==> src/rtl/dac_multich_controller.sv <==
// dac_multich_controller
//   Multi-channel DAC command sequencer. After reset it sends the
//   internal-reference setup word (28'h8000001). It then waits in IDLE for a
//   frame trigger and writes every enabled channel's sample, in ascending
//   channel order, to the downstream SPI serializer via the go_DAC/trans
//   handshake. A start-timeout flags a serializer that never goes busy.
//
//   Build option: define DAC_CTRL_SYNC_UPDATE_EN for simultaneous update
//   (non-final words cmd 0, final word cmd 2). Undefined: every channel word
//   uses cmd 3 (write and update n).
//
// Ports
//   clk            rising-edge clock
//   reset_Async_n  asynchronous active-low reset
//   DAC_D          channel samples, channel k at [k*DW +: DW]
//   ch_en          channel enable mask, sampled at frame start
//   frame_go       frame trigger, level-sampled in IDLE
//   reinit         re-send setup word, sampled in IDLE (wins over frame_go)
//   trans          serializer busy
//   DAC_in         registered command word {cmd[3:0], addr[3:0], data[19:0]}
//   go_DAC         registered one-cycle transfer start pulse
//   busy           high whenever the sequencer is not idle
//   init_done      setup word completed at least once since reset
//   frame_done     one-cycle pulse at end of a frame
//   err            sticky start-timeout flag, cleared by reinit
module dac_multich_controller #(
  parameter int N_CH     = 4,
  parameter int DW       = 12,
  parameter int START_TO = 16
) (
  input  logic                 clk,
  input  logic                 reset_Async_n,
  input  logic [N_CH*DW-1:0]   DAC_D,
  input  logic [N_CH-1:0]      ch_en,
  input  logic                 frame_go,
  input  logic                 reinit,
  input  logic                 trans,
  output logic [27:0]          DAC_in,
  output logic                 go_DAC,
  output logic                 busy,
  output logic                 init_done,
  output logic                 frame_done,
  output logic                 err
);

  localparam logic [2:0] S_INIT_LD = 3'd0;
  localparam logic [2:0] S_IDLE    = 3'd1;
  localparam logic [2:0] S_GO      = 3'd2;
  localparam logic [2:0] S_WS      = 3'd3;
  localparam logic [2:0] S_WD      = 3'd4;
  localparam logic [2:0] S_NEXT    = 3'd5;

  localparam logic [27:0] SETUP_WORD = 28'h8000001;
  localparam logic [7:0]  TO_LAST    = 8'(START_TO - 1);

  logic [2:0]          state;
  logic                boot_pend;   // forces one setup pass out of reset
  logic                init_flag;   // current word is the setup word
  logic [7:0]          to_cnt;
  logic [3:0]          cur;
  logic [N_CH-1:0]     sh_en;
  logic [N_CH*DW-1:0]  sh_d;

  // Channel selection: in IDLE search the live inputs (captured on the same
  // edge), otherwise search the shadow mask above the current channel.
  logic [N_CH-1:0]     src_en;
  logic [N_CH*DW-1:0]  src_d;
  logic                sel_found;
  logic [3:0]          sel_ch;
  logic [DW-1:0]       sel_data;
  logic [19:0]         sel_d20;
  logic [3:0]          sel_cmd;
  logic [27:0]         sel_word;
`ifdef DAC_CTRL_SYNC_UPDATE_EN
  logic                sel_last;
`endif

  always_comb begin
    src_en    = (state == S_IDLE) ? ch_en : sh_en;
    src_d     = (state == S_IDLE) ? DAC_D : sh_d;
    sel_found = 1'b0;
    sel_ch    = '0;
    sel_data  = '0;
    for (int unsigned k = 0; k < N_CH; k++) begin
      if (!sel_found && src_en[k] && ((state == S_IDLE) || (4'(k) > cur))) begin
        sel_found = 1'b1;
        sel_ch    = 4'(k);
        sel_data  = src_d[k*DW +: DW];
      end
    end
    sel_d20 = 20'(sel_data) << (20 - DW);
`ifdef DAC_CTRL_SYNC_UPDATE_EN
    sel_last = 1'b1;
    for (int unsigned k = 0; k < N_CH; k++) begin
      if (src_en[k] && (4'(k) > sel_ch))
        sel_last = 1'b0;
    end
    sel_cmd = sel_last ? 4'd2 : 4'd0;
`else
    sel_cmd = 4'd3;
`endif
    sel_word = {sel_cmd, sel_ch, sel_d20};
  end

  // busy is registered alongside the state so it reads 0 during reset and
  // goes high on the first edge after release (state leaves IDLE for INIT_LD).
  always_ff @(posedge clk or negedge reset_Async_n) begin
    if (!reset_Async_n) begin
      state      <= S_IDLE;
      boot_pend  <= 1'b1;
      init_flag  <= 1'b0;
      to_cnt     <= '0;
      cur        <= '0;
      sh_en      <= '0;
      sh_d       <= '0;
      DAC_in     <= '0;
      go_DAC     <= 1'b0;
      busy       <= 1'b0;
      init_done  <= 1'b0;
      frame_done <= 1'b0;
      err        <= 1'b0;
    end else begin
      go_DAC     <= 1'b0;
      frame_done <= 1'b0;
      case (state)
        S_IDLE: begin
          if (boot_pend || reinit) begin
            boot_pend <= 1'b0;
            err       <= 1'b0;
            busy      <= 1'b1;
            state     <= S_INIT_LD;
          end else if (frame_go) begin
            sh_en <= ch_en;
            sh_d  <= DAC_D;
            if (sel_found) begin
              DAC_in <= sel_word;
              cur    <= sel_ch;
              busy   <= 1'b1;
              state  <= S_GO;
            end else begin
              frame_done <= 1'b1;
            end
          end
        end
        S_INIT_LD: begin
          DAC_in    <= SETUP_WORD;
          init_flag <= 1'b1;
          state     <= S_GO;
        end
        S_GO: begin
          go_DAC <= 1'b1;
          to_cnt <= '0;
          state  <= S_WS;
        end
        S_WS: begin
          // First WS edge coincides with the go_DAC cycle; trans is ignored there.
          if ((to_cnt != '0) && trans) begin
            state <= S_WD;
          end else if (to_cnt == TO_LAST) begin
            err   <= 1'b1;
            state <= S_NEXT;
          end else begin
            to_cnt <= to_cnt + 8'd1;
          end
        end
        S_WD: begin
          if (!trans)
            state <= S_NEXT;
        end
        S_NEXT: begin
          if (init_flag) begin
            init_flag <= 1'b0;
            init_done <= 1'b1;
            busy      <= 1'b0;
            state     <= S_IDLE;
          end else if (sel_found) begin
            DAC_in <= sel_word;
            cur    <= sel_ch;
            state  <= S_GO;
          end else begin
            frame_done <= 1'b1;
            busy       <= 1'b0;
            state      <= S_IDLE;
          end
        end
        default: begin
          busy  <= 1'b0;
          state <= S_IDLE;
        end
      endcase
    end
  end

endmodule

==> config.mk <==
export PLATFORM = sky130hd
export DESIGN_NAME = dac_multich_controller
export DESIGN_NICKNAME = d
export VERILOG_FILES = /design/src/rtl/dac_multich_controller.sv
export SDC_FILE = /design/constraint.sdc
export NUM_CORES = 1
export LEC_CHECK = 0
export BUFFER_PORTS_ARGS = -buffer_cell sky130_fd_sc_hd__buf_2
export CAP_MARGIN = 0
export CORE_MARGIN = 2
export CORE_UTILIZATION = 46
export DETAILED_ROUTE_END_ITERATION = 8
export MAX_ROUTING_LAYER = met4
export PLACE_DENSITY = 0.68
export SYNTH_ARGS = -nofsm -noshare
export SYNTH_HDL_FRONTEND = slang
export SYNTH_SLANG_ARGS = --single-unit
==> constraint.sdc <==
create_clock -name clk -period 4.5 [get_ports clk]
set_input_delay 0.9 -clock clk [delete_from_list [all_inputs] [get_ports clk]]
set_output_delay 0.9 -clock clk [all_outputs]
set_load 0.05 [all_outputs]
==> reports/qor.txt, run 1 <==
Tmin final -> 2880 ps
Root Buffer Master -> clkbuf_8
Final #Nets -> 496
Crit. End Element -> register
Mux cell area share after synthesis -> 14.3%
Register bit total from synthesis -> 75
Gpl congestion -> 0.871
Setup crit end -> DAC_in[15]
H-tree depth -> 3
Slew @ Worst Pin -> 1150 ps
WS Path Type -> register to register
Largest family of logic cells by synthesized area -> compound AO/OA/AOI/OAI gates
Routed wire length -> 8830 um
Total Routing Usage GR -> 21.1%
Initial Util -> 47.4%
Worst slew margin -> 23.1%
Sequential share of the synthesized area -> 48.2%
Largest net degree at the start of global routing -> 76
Number of gates resized after cts -> 0
Distinct cells, synth -> 50
DR vias -> 2993
Cells on worst reg2reg path -> 6
Area share of the largest cell type after synthesis -> 46.9%
Top FF cell, synth -> dfrtp_1
Final Max Slew Viols -> 0
TritonCTS Sinks -> 75
1st-iter DRT viols -> 188
Synth Area in Adders -> 0.642%
Worst R2R Setup Slack -> 1620 ps
Ys Warns -> 0
Synthesized area -> 3900 sq um
Placed cell areas -> 4250 sq um
Leak pwr -> 2.14 nW
Switching power -> 1.33 mW
Post-CTS setup buffers -> 0
Share of cells above drive strength 1 -> 33.5%
Post-synth EDFFs -> 0
Skew final -> 8.22 ps
Finished Cell Area -> 4470 sq um
Post-route DRC -> 0
Routed Antenna Nets -> 0
Dominant cell type by area after synthesis -> dfrtp_1
Crit-path cells -> or3b_4 -> nor4b_4 -> o21ai_1 -> a21oi_1 -> o21ai_1 -> nand2_1
Unrepaired setup endpoints after global routing -> no
Hpwl dp -> 5820 um
Register share of total power -> 37.3%
Vias in the first global route -> 2879
Crit path launch type -> register
Post-Synth XOR/XNOR Area -> 1.35%
Final setup vio count -> 0
Area fraction in compound gates after synthesis -> 16.7%
Core area -> 8220 sq um
Hold-fix buffers, CTS -> 0
Hold path depth -> 2
Arrival time at the worst endpoint -> 3170 ps
Clk slew on worst S/H paths -> 80 ps
TritonRoute pass-1 iters -> 4
Crit-path max cell delay -> 850 ps
Synth cell count leaders -> dfrtp_1, nand2_1, o21ai_1
Synthesized area per cell -> 10.5 sq um
R2R Path End -> DAC_in[15]
Clock Latency Late Sink -> 350 ps
Clock power share -> 18.8%
Initial antenna violation count -> 0
CTS Buf Count -> 9
Area grow syn2layout -> 14.8%
Die Height -> 96.0 um
Type of the tightest min-delay check -> register to register
Crit-path max FO -> 31
Die width -> 96.0 um
Ports -> 90
Global-route wire length before repair -> 14300 um
Count leader, synth -> dfrtp_1
Worst Setup SP -> state[0]
Fraction of the mapped netlist area in simple logic gates -> 12.4%
Period utilisation layout -> 64.0%
Cells after Synth -> 372
Row Count -> 33
Routed WL per cell -> 16.1 um
Worst endpoint required time -> 4790 ps
P_int -> 1.80 mW
Sw frac -> 42.4%
Max Clk Rate -> 347 MHz
Final Hold Viols -> 0
Port-buffer cells -> 79
Run status -> finished clean
Setup TNS -> 0 ps
Die area -> 9220 sq um
Vias/cell -> 5.47
Largest cells by area after synthesis -> dfrtp_1, mux2_2, o21ai_1
P per Cell Area -> 700 nW/um^2
Max-cap violations -> 0
Global route overflow -> 0
VDD IR max -> 0.000342 V
Logic pwr share -> 43.9%
Async S/R FF share, synth -> 100%
Crit path max-delay cell type -> nor4b_4
Ant diodes -> 0
Reg2reg start -> state[0]
Most frequent cell on the critical path -> o21ai_1
Clock tree buffer depth -> 2
TritonCTS clock tree -> built
[how the worst min path moves through the flow]
stage | startpoint | end | slack (ps)
2_1_floorplan | sh_d[47] | sh_d[47] | 480
3_3_place_gp | DAC_in[13] | DAC_in[13] | 450
3_5_place_dp | init_done | init_done | 460
4_1_cts | DAC_in[14] | DAC_in[14] | 480
5_1_grt | init_done | init_done | 500
6_report | DAC_in[11] | DAC_in[11] | 480
[layout make-up]
cell class              count  area (sq um)
fillers                   774          3740
well taps                 105           131
clock buffers              10           138
repair buffers             80           405
multi-input cells         266          1810
clock inverters             6          88.8
flip-flops and latches     75          1880
inverters                   5          18.8
[routing by layer]
metal / global-route usage, % / up-vias / wire length, um
li1: - / 1433 / -
met1: 28.1 / 1465 / 4060
met5: - / - / 0
met4: 5.71 / 0 / 129
met3: 5.32 / 15 / 493
met2: 32.4 / 80 / 4150
[stage by stage]
step	cells	setup WS [ps]	hold slack (ps)	total power [mW]	util, %
after CTS	547	1670	480	3.14	54.5
after global routing	547	1430	502	3.35	54.5
final	547	1620	477	3.13	54.5
after global placement	531	1640	452	2.51	51.7
after floorplan	381	2120	479	2.27	-
after detailed placement	531	1600	456	2.55	51.7
[sequential cells by signal (all words and copies together) (netlist names)]
| name | count |
|---|---|
| frame_done | 1 |
| to_cnt | 8 |
| err | 1 |
| go_DAC | 1 |
| state | 3 |
| cur | 2 |
| sh_en | 3 |
| init_flag | 1 |
| sh_d | 36 |
| busy | 1 |
| DAC_in | 16 |
| init_done | 1 |
| boot_pend | 1 |
[kinds of logic (layout without fill, tap and decap cells)]
group | Yosys count | count (layout)
buffers and inverters | 40 | 101
adder cells (fa/ha/maj) | 2 | 2
flip-flops | 75 | 75
AO/OA/AOI/OAI | 102 | 102
XOR/XNOR | 6 | 6
AND/OR/NAND/NOR | 95 | 95
other | 1 | 10
multiplexers | 51 | 51
[worst max-delay path, delay by kind of cell (launching register included)]
| kind | cells | cell delay, ps |
|---|---|---|
| AOI/OAI and AO/OA | 3 | 480 |
| DFF | 1 | 720 |
| and+or+nand+nor | 3 | 1600 |
[cells in the final DEF, fill, tap and decap left out, types with 12 or more instances in the layout]
cell	synthesis	routed
mux2i_1	12	12
buf_2	8	78
a21oi_1	17	17
nor2_1	16	16
a22oi_1	24	24
dfrtp_1	73	73
o21ai_1	42	42
mux2_2	39	39
nand2_1	45	44
[power by group through the flow]
| stage | combinational (mW) | sequential [mW] | clock [mW] |
|---|---|---|---|
| 4_1_cts | 1.38 | 1.17 | 0.598 |
| 5_1_grt | 1.51 | 1.21 | 0.630 |
| 6_report | 1.37 | 1.17 | 0.588 |
| 2_1_floorplan | 0.914 | 1.36 | 0 |
| 3_5_place_dp | 1.38 | 1.18 | 0 |
| 3_3_place_gp | 1.35 | 1.17 | 0 |
Note: power is estimated with default switching activity, not from simulation.
==> run 2, diff against run 1 <==
--- a/config.mk
+++ b/config.mk
@@ -5,13 +5,14 @@
 export SDC_FILE = /design/constraint.sdc
 export NUM_CORES = 1
 export LEC_CHECK = 0
+export ABC_AREA = 1
 export BUFFER_PORTS_ARGS = -buffer_cell sky130_fd_sc_hd__buf_2
 export CAP_MARGIN = 0
 export CORE_MARGIN = 2
 export CORE_UTILIZATION = 46
 export DETAILED_ROUTE_END_ITERATION = 8
 export MAX_ROUTING_LAYER = met4
-export PLACE_DENSITY = 0.68
+export PLACE_DENSITY = 0.69
 export SYNTH_ARGS = -nofsm -noshare
 export SYNTH_HDL_FRONTEND = slang
 export SYNTH_SLANG_ARGS = --single-unit
==> constraint.sdc (replaced) <==
create_clock -name clk -period 2.5 [get_ports clk]
set_input_delay 0.5 -clock clk [delete_from_list [all_inputs] [get_ports clk]]
set_output_delay 0.5 -clock clk [all_outputs]
set_load 0.05 [all_outputs]
==> run 2 against run 1 <==
Against the previous run:
- total power is 130% higher
- core utilization fell by 0.91 points
- clock skew is 4.0 ps higher
- critical path depth rose by 5
- critical path type unchanged
==> reports/qor.txt, run 2 <==
Run status -> finished clean (unchanged)
P_int -> 3.53 mW (was 1.80 mW)
Core area -> 9770 sq um (was 8220 sq um)
Total Routing Usage GR -> 21.9% (was 21.1%)
Count leader, synth -> nand2_1 (was dfrtp_1)
Largest cells by area after synthesis -> dfrtp_1, nand2_1, o21ai_0 (was dfrtp_1, mux2_2, o21ai_1)
Initial Util -> 47.3% (was 47.4%)
Synth Area in Adders -> 0.541% (was 0.642%)
Initial antenna violation count -> 0 (unchanged)
Logic pwr share -> 58.2% (was 43.9%)
VDD IR max -> 0.000594 V (was 0.000342 V)
Post-CTS setup buffers -> 0 (unchanged)
Area grow syn2layout -> 13.2% (was 14.8%)
Unrepaired setup endpoints after global routing -> no (unchanged)
Ys Warns -> 0 (unchanged)
WS Path Type -> register to register (unchanged)
H-tree depth -> 3 (unchanged)
Largest family of logic cells by synthesized area -> simple AND/OR/NAND/NOR gates (was compound AO/OA/AOI/OAI gates)
Setup TNS -> 0 ps (unchanged)
Final setup vio count -> 0 (unchanged)
Final Max Slew Viols -> 0 (unchanged)
Ant diodes -> 0 (unchanged)
Fin util -> 53.5% (was 54.5%)
Crit. End Element -> register (unchanged)
Slew @ Worst Pin -> 710 ps (was 1150 ps)
Largest net degree at the start of global routing -> 51 (was 76)
Die Height -> 104 um (was 96.0 um)
Gpl congestion -> 0.965 (was 0.871)
Switching power -> 3.78 mW (was 1.33 mW)
Global route overflow -> 0 (unchanged)
TritonCTS Sinks -> 75 (unchanged)
Global-route wire length before repair -> 18600 um (was 14300 um)
Arrival time at the worst endpoint -> 2510 ps (was 3170 ps)
Final Power -> 7.31 mW (was 3.13 mW)
Area share of the largest cell type after synthesis -> 39.5% (was 46.9%)
Vias/cell -> 4.78 (was 5.47)
Worst endpoint required time -> 2810 ps (was 4790 ps)
Worst R2R Setup Slack -> 300 ps (was 1620 ps)
Leak pwr -> 2.96 nW (was 2.14 nW)
Die area -> 10900 sq um (was 9220 sq um)
Mux cell area share after synthesis -> 0% (was 14.3%)
TritonRoute pass-1 iters -> 5 (was 4)
Share of cells above drive strength 1 -> 17.9% (was 33.5%)
Final #Nets -> 790 (was 496)
Clk slew on worst S/H paths -> 90 ps (was 80 ps)
Fillcell total -> 996 (was 774)
Vias in the first global route -> 3916 (was 2879)
Period utilisation layout -> 88.1% (was 64.0%)
Dominant cell type by area after synthesis -> dfrtp_1 (unchanged)
Routed wire length -> 11100 um (was 8830 um)
Hpwl dp -> 8330 um (was 5820 um)
Fraction of the mapped netlist area in simple logic gates -> 33.6% (was 12.4%)
CTS Buf Count -> 9 (unchanged)
Reg with most FFs -> sh_d (unchanged)
1st-iter DRT viols -> 279 (was 188)
Root Buffer Master -> clkbuf_8 (unchanged)
Cells after Synth -> 669 (was 372)
Max-cap violations -> 0 (unchanged)
Port-buffer cells -> 79 (unchanged)
DR vias -> 4154 (was 2993)
Synthesized area -> 4620 sq um (was 3900 sq um)
Clock tree buffer depth -> 2 (unchanged)
Synthesized area per cell -> 6.91 sq um (was 10.5 sq um)
Row Count -> 36 (was 33)
Tmin final -> 2200 ps (was 2880 ps)
Commonest non-fill, non-tap cell in the layout -> nand2_1 (was buf_2)
Die width -> 104 um (was 96.0 um)
Max reg flops -> 36 (unchanged)
P per Cell Area -> 1400 nW/um^2 (was 700 nW/um^2)
Clock power share -> 14.6% (was 18.8%)
Routed Antenna Nets -> 0 (unchanged)
Sequential share of the synthesized area -> 40.7% (was 48.2%)
Post-route DRC -> 0 (unchanged)
Largest regs -> sh_d: 36 flops, DAC_in: 16 flops, to_cnt: 8 flops (unchanged)
Worst slew margin -> 52.6% (was 23.1%)
Most frequent cells in the layout -> nand2_1, inv_1, buf_2 (was buf_2, dfrtp_1, nand2_1)
Top FF cell, synth -> dfrtp_1 (unchanged)
Synth cell count leaders -> nand2_1, inv_1, o21ai_0 (was dfrtp_1, nand2_1, o21ai_1)
Post-Synth XOR/XNOR Area -> 0.379% (was 1.35%)
Distinct cells, synth -> 31 (was 50)
Crit-path max FO -> 19 (was 31)
Post-synth EDFFs -> 0 (unchanged)
Register share of total power -> 27.2% (was 37.3%)
TritonCTS clock tree -> built (unchanged)
Crit path launch type -> register (unchanged)
Register bit total from synthesis -> 75 (unchanged)
Type of the tightest min-delay check -> input port to asynchronous set/reset pin (was register to register)
Max Clk Rate -> 454 MHz (was 347 MHz)
Async S/R FF share, synth -> 100% (unchanged)
Final Hold Viols -> 0 (unchanged)
Clock Latency Late Sink -> 360 ps (was 350 ps)
Sw frac -> 51.7% (was 42.4%)
Routed WL per cell -> 12.8 um (was 16.1 um)
Area fraction in compound gates after synthesis -> 10.4% (was 16.7%)
Ports -> 90 (unchanged)
Skew final -> 12.2 ps (was 8.22 ps)
-- run 2: changes by cell type after synthesis, moves of 9 or more --
| cell | change |
|---|---|
| nand2_1 | +182 |
| inv_1 | +93 |
| o21ai_0 | +74 |
| mux2_2 | -39 |
| nand3_1 | +37 |
| o21ai_1 | -34 |
| a22oi_1 | -24 |
| nor2_1 | +21 |
| nand4_1 | +18 |
| mux2i_1 | -12 |
| a21oi_1 | -11 |
| buf_2 | +9 |
-- run 2: cell families after synthesis --
group                    after synthesis
AND/OR/NAND/NOR                      347
AO/OA/AOI/OAI                         94
flip-flops                            75
XOR/XNOR                               2
adder cells (fa/ha/maj)                2
buffers and inverters                148
other                                  1
-- run 2: final timing paths --
kind                                    start         to  depth (start not counted)
worst min register to register      boot_pend  boot_pend                          2
min in group clk                    DAC_D[27]   sh_d[27]                          3
worst max-delay path                 state[2]  DAC_in[8]                         11
max in group asynchronous       reset_Async_n   sh_d[38]                          2
worst min-delay path            reset_Async_n  to_cnt[6]                          1
worst max register to register       state[2]  DAC_in[8]                         11
-- run 2: routing by layer --
metal	track usage [%]	share of wire (%)
met1	30.3	49
met2	32.8	44
met3	3.13	4.9
met4	7.72	2.0
met5	-	0
-- run 2: layout make-up --
class | count | area, sq um | share of cell area [%]
multi-input cells | 455 | 2110 | 40.4
clock inverters | 7 | 100 | 1.91
flip-flops and latches | 75 | 1880 | 35.9
inverters | 103 | 393 | 7.51
repair buffers | 87 | 455 | 8.70
well taps | 133 | 166 | 3.18
clock buffers | 9 | 124 | 2.37
-- run 2: power groups by stage --
stage | Clock (mW) | Sequential [mW] | Combinational [mW]
floorplan | 0 | 2.32 | 3.08
global placement | 0 | 1.99 | 4.17
detailed placement | 0 | 2.00 | 4.22
CTS | 1.09 | 1.98 | 4.24
global route | 1.14 | 2.04 | 4.82
finish | 1.07 | 1.98 | 4.26
-- run 2: timing repair --
action | CTS | global route
hold buffers | 0 | 0
endpoints found under the hold margin | 0 | 0
resized for setup | 0 | 2
endpoints found under the setup margin | 0 | 5
-- run 2: worst max-delay path, stage by stage, from the launching register on --
cell	delay, ps
dfrtp_2	500
inv_4	200
nand3_4	240
nand2_1	140
nand2_2	200
inv_1	130
nand3_1	110
nor2_4	250
nor2_1	100
nor2_1	150
nand2_1	90
nand2_1	60
-- run 2: through the flow --
stage          hold slack, ps  cell area [sq um]  cells  setup WS, ps
2_1_floorplan             204               4660    678           707
3_3_place_gp              449               5000    853           301
3_5_place_dp              447               5000    853           206
4_1_cts                   122               5230    869           196
5_1_grt                   160               5230    869          56.6
6_report                  120               5230    869           297
==> run 3, diff against run 2 <==
--- a/config.mk
+++ b/config.mk
@@ -12,7 +12,7 @@
 export CORE_UTILIZATION = 46
 export DETAILED_ROUTE_END_ITERATION = 8
 export MAX_ROUTING_LAYER = met4
-export PLACE_DENSITY = 0.69
+export PLACE_DENSITY = 0.77
 export SYNTH_ARGS = -nofsm -noshare
 export SYNTH_HDL_FRONTEND = slang
 export SYNTH_SLANG_ARGS = --single-unit
==> run 3 against run 2 <==
Against the previous run:
- non-clock buffer count down 2
- final area down 0.65%
- flip-flop and latch count unchanged
- clock power down 19%
- total power down 2.6%
- global-route usage up 0.41 points
- largest power group unchanged
==> reports/qor.txt, run 3 (same netlist as run 2, synthesis figures left out) <==
Largest regs -> sh_d: 36 flops, DAC_in: 16 flops, to_cnt: 8 flops (unchanged)
Worst setup margin -> 271 ps (was 297 ps)
Max-cap violations -> 0 (unchanged)
Most frequent cells in the layout -> nand2_1, inv_1, buf_2 (unchanged)
Setup TNS -> 0 ps (unchanged)
Worst slew margin -> 53.5% (was 52.6%)
TritonCTS clock tree -> built (unchanged)
Worst endpoint required time -> 2800 ps (was 2810 ps)
Largest net degree at the start of global routing -> 76 (was 51)
Commonest non-fill, non-tap cell in the layout -> nand2_1 (unchanged)
Core area -> 9770 sq um (unchanged)
Crit path launch type -> register (unchanged)
Crit-path max FO -> 26 (was 19)
Routed wire length -> 10900 um (was 11100 um)
Die Height -> 104 um (unchanged)
Global route overflow -> 0 (unchanged)
Period utilisation layout -> 89.2% (was 88.1%)
VDD IR max -> 0.000558 V (was 0.000594 V)
Routed WL per cell -> 12.6 um (was 12.8 um)
Slew @ Worst Pin -> 696 ps (was 710 ps)
Ant diodes -> 0 (unchanged)
Clock tree buffer depth -> 2 (unchanged)
Ports -> 90 (unchanged)
Die area -> 10900 sq um (unchanged)
Initial Util -> 47.3% (unchanged)
Run status -> finished clean (unchanged)
P per Cell Area -> 1370 nW/um^2 (was 1400 nW/um^2)
TritonCTS Sinks -> 75 (unchanged)
Root Buffer Master -> clkbuf_8 (unchanged)
Clock Latency Late Sink -> 350 ps (was 360 ps)
Hpwl dp -> 8040 um (was 8330 um)
Type of the tightest min-delay check -> input port to asynchronous set/reset pin (unchanged)
Max reg flops -> 36 (unchanged)
Routed Antenna Nets -> 0 (unchanged)
Hold_ws -> 166 ps (was 120 ps)
Fillcell total -> 983 (was 996)
Clk slew on worst S/H paths -> 80 ps (was 90 ps)
H-tree depth -> 3 (unchanged)
Post-CTS setup buffers -> 0 (unchanged)
Sequential cell area -> 1880 sq um (unchanged)
Final #Nets -> 788 (was 790)
Unrepaired setup endpoints after global routing -> no (unchanged)
Final Max Slew Viols -> 0 (unchanged)
Row Count -> 36 (unchanged)
Crit. End Element -> register (unchanged)
Port-buffer cells -> 79 (unchanged)
Initial antenna violation count -> 0 (unchanged)
Area grow syn2layout -> 12.5% (was 13.2%)
Vias/cell -> 4.85 (was 4.78)
Post-route DRC -> 0 (unchanged)
Vias in the first global route -> 4047 (was 3916)
Final Hold Viols -> 0 (unchanged)
Share of cells above drive strength 1 -> 17.6% (was 17.9%)
Tmin final -> 2230 ps (was 2200 ps)
Leak pwr -> 2.94 nW (was 2.96 nW)
Max Clk Rate -> 449 MHz (was 454 MHz)
WS Path Type -> register to register (unchanged)
DR vias -> 4209 (was 4154)
Reg with most FFs -> sh_d (unchanged)
Skew final -> 8.91 ps (was 12.2 ps)
Pre-CTS setup slack -> 209 ps (was 206 ps)
CTS Buf Count -> 9 (unchanged)
TritonRoute pass-1 iters -> 5 (unchanged)
Die width -> 104 um (unchanged)
1st-iter DRT viols -> 219 (was 279)
Total Routing Usage GR -> 22.3% (was 21.9%)
Arrival time at the worst endpoint -> 2530 ps (was 2510 ps)
Final setup vio count -> 0 (unchanged)
Area of the multi-input gates -> 2110 sq um (unchanged)
Gpl congestion -> 0.888 (was 0.965)
Global-route wire length before repair -> 19100 um (was 18600 um)
## run 3: cell count changes in the layout (fill, tap and decap cells not counted)
| cell | previous run | this run |
|---|---|---|
| buf_4 | 8 | 4 |
| buf_12 | 0 | 2 |
| bufinv_16 | 2 | 0 |
| clkbuf_8 | 9 | 11 |
| clkinv_4 | 2 | 0 |
| clkinvlp_4 | 1 | 3 |
| inv_6 | 2 | 0 |
| clkbuf_1 | 0 | 1 |
| clkinv_2 | 1 | 2 |
## run 3: worst paths after layout
check / from / endpoint / slack (ps) / cells after the start
max reg2reg: state[0] / DAC_in[16] / 270 / 10
min reg2reg: boot_pend / boot_pend / 460 / 2
min: reset_Async_n / sh_d[35] / 170 / 2
max in group asynchronous: reset_Async_n / state[0] / 2000 / 2
max: state[0] / DAC_in[16] / 270 / 10
min in group clk: DAC_D[34] / sh_d[34] / 370 / 3
## run 3: area by class of cell
type	count	area share (%)
clock buffer	12	2.98
clock inverter	4	0.481
inverter	103	7.56
multi-input combinational	455	40.7
sequential	75	36.2
tap	133	3.20
timing repair buffer	85	8.95
## run 3: metal layers
| layer | track usage (%) | vias to the layer above | share of wire (%) |
|---|---|---|---|
| met1 | 30.3 | 1895 | 49 |
| li1 | - | 2172 | - |
| met3 | 3.01 | 17 | 4.5 |
| met2 | 33.5 | 125 | 44 |
| met5 | - | - | 0 |
| met4 | 9.56 | 0 | 2.6 |
## run 3: power by group
group | internal [mW] | leakage, nW | total, mW | switching (mW)
clock | 0.412 | 0.0884 | 0.869 | 0.458
sequential | 1.71 | 0.939 | 1.99 | 0.283
combinational | 1.26 | 1.91 | 4.26 | 3.00
## run 3: what timing repair did
action	4_1_cts	5_1_grt
setup endpoints to repair	0	12
hold buffers	0	0
resized for setup	0	2
## run 3: through the flow
| stage | std cells | power, mW | utilization (%) | cell area [sq um] |
|---|---|---|---|---|
| finish | 867 | 7.12 | 53.2 | 5200 |
| global route | 867 | 7.80 | 53.2 | 5200 |
| CTS | 867 | 7.11 | 53.1 | 5190 |
| detailed placement | 851 | 6.23 | 51.3 | 5010 |
| global placement | 851 | 6.15 | 51.3 | 5010 |
| floorplan | 678 | 5.40 | - | 4660 |
## run 3: worst max-delay path: stages, from the launching register on
cell	delay, ps
dfstp_2	660
nand2_4	110
nor2_8	230
nand2_2	310
nand2_4	210
nor2_8	80
nand3_4	100
nand2_2	70
nor2_4	230
nand2_1	110
nand2_1	70
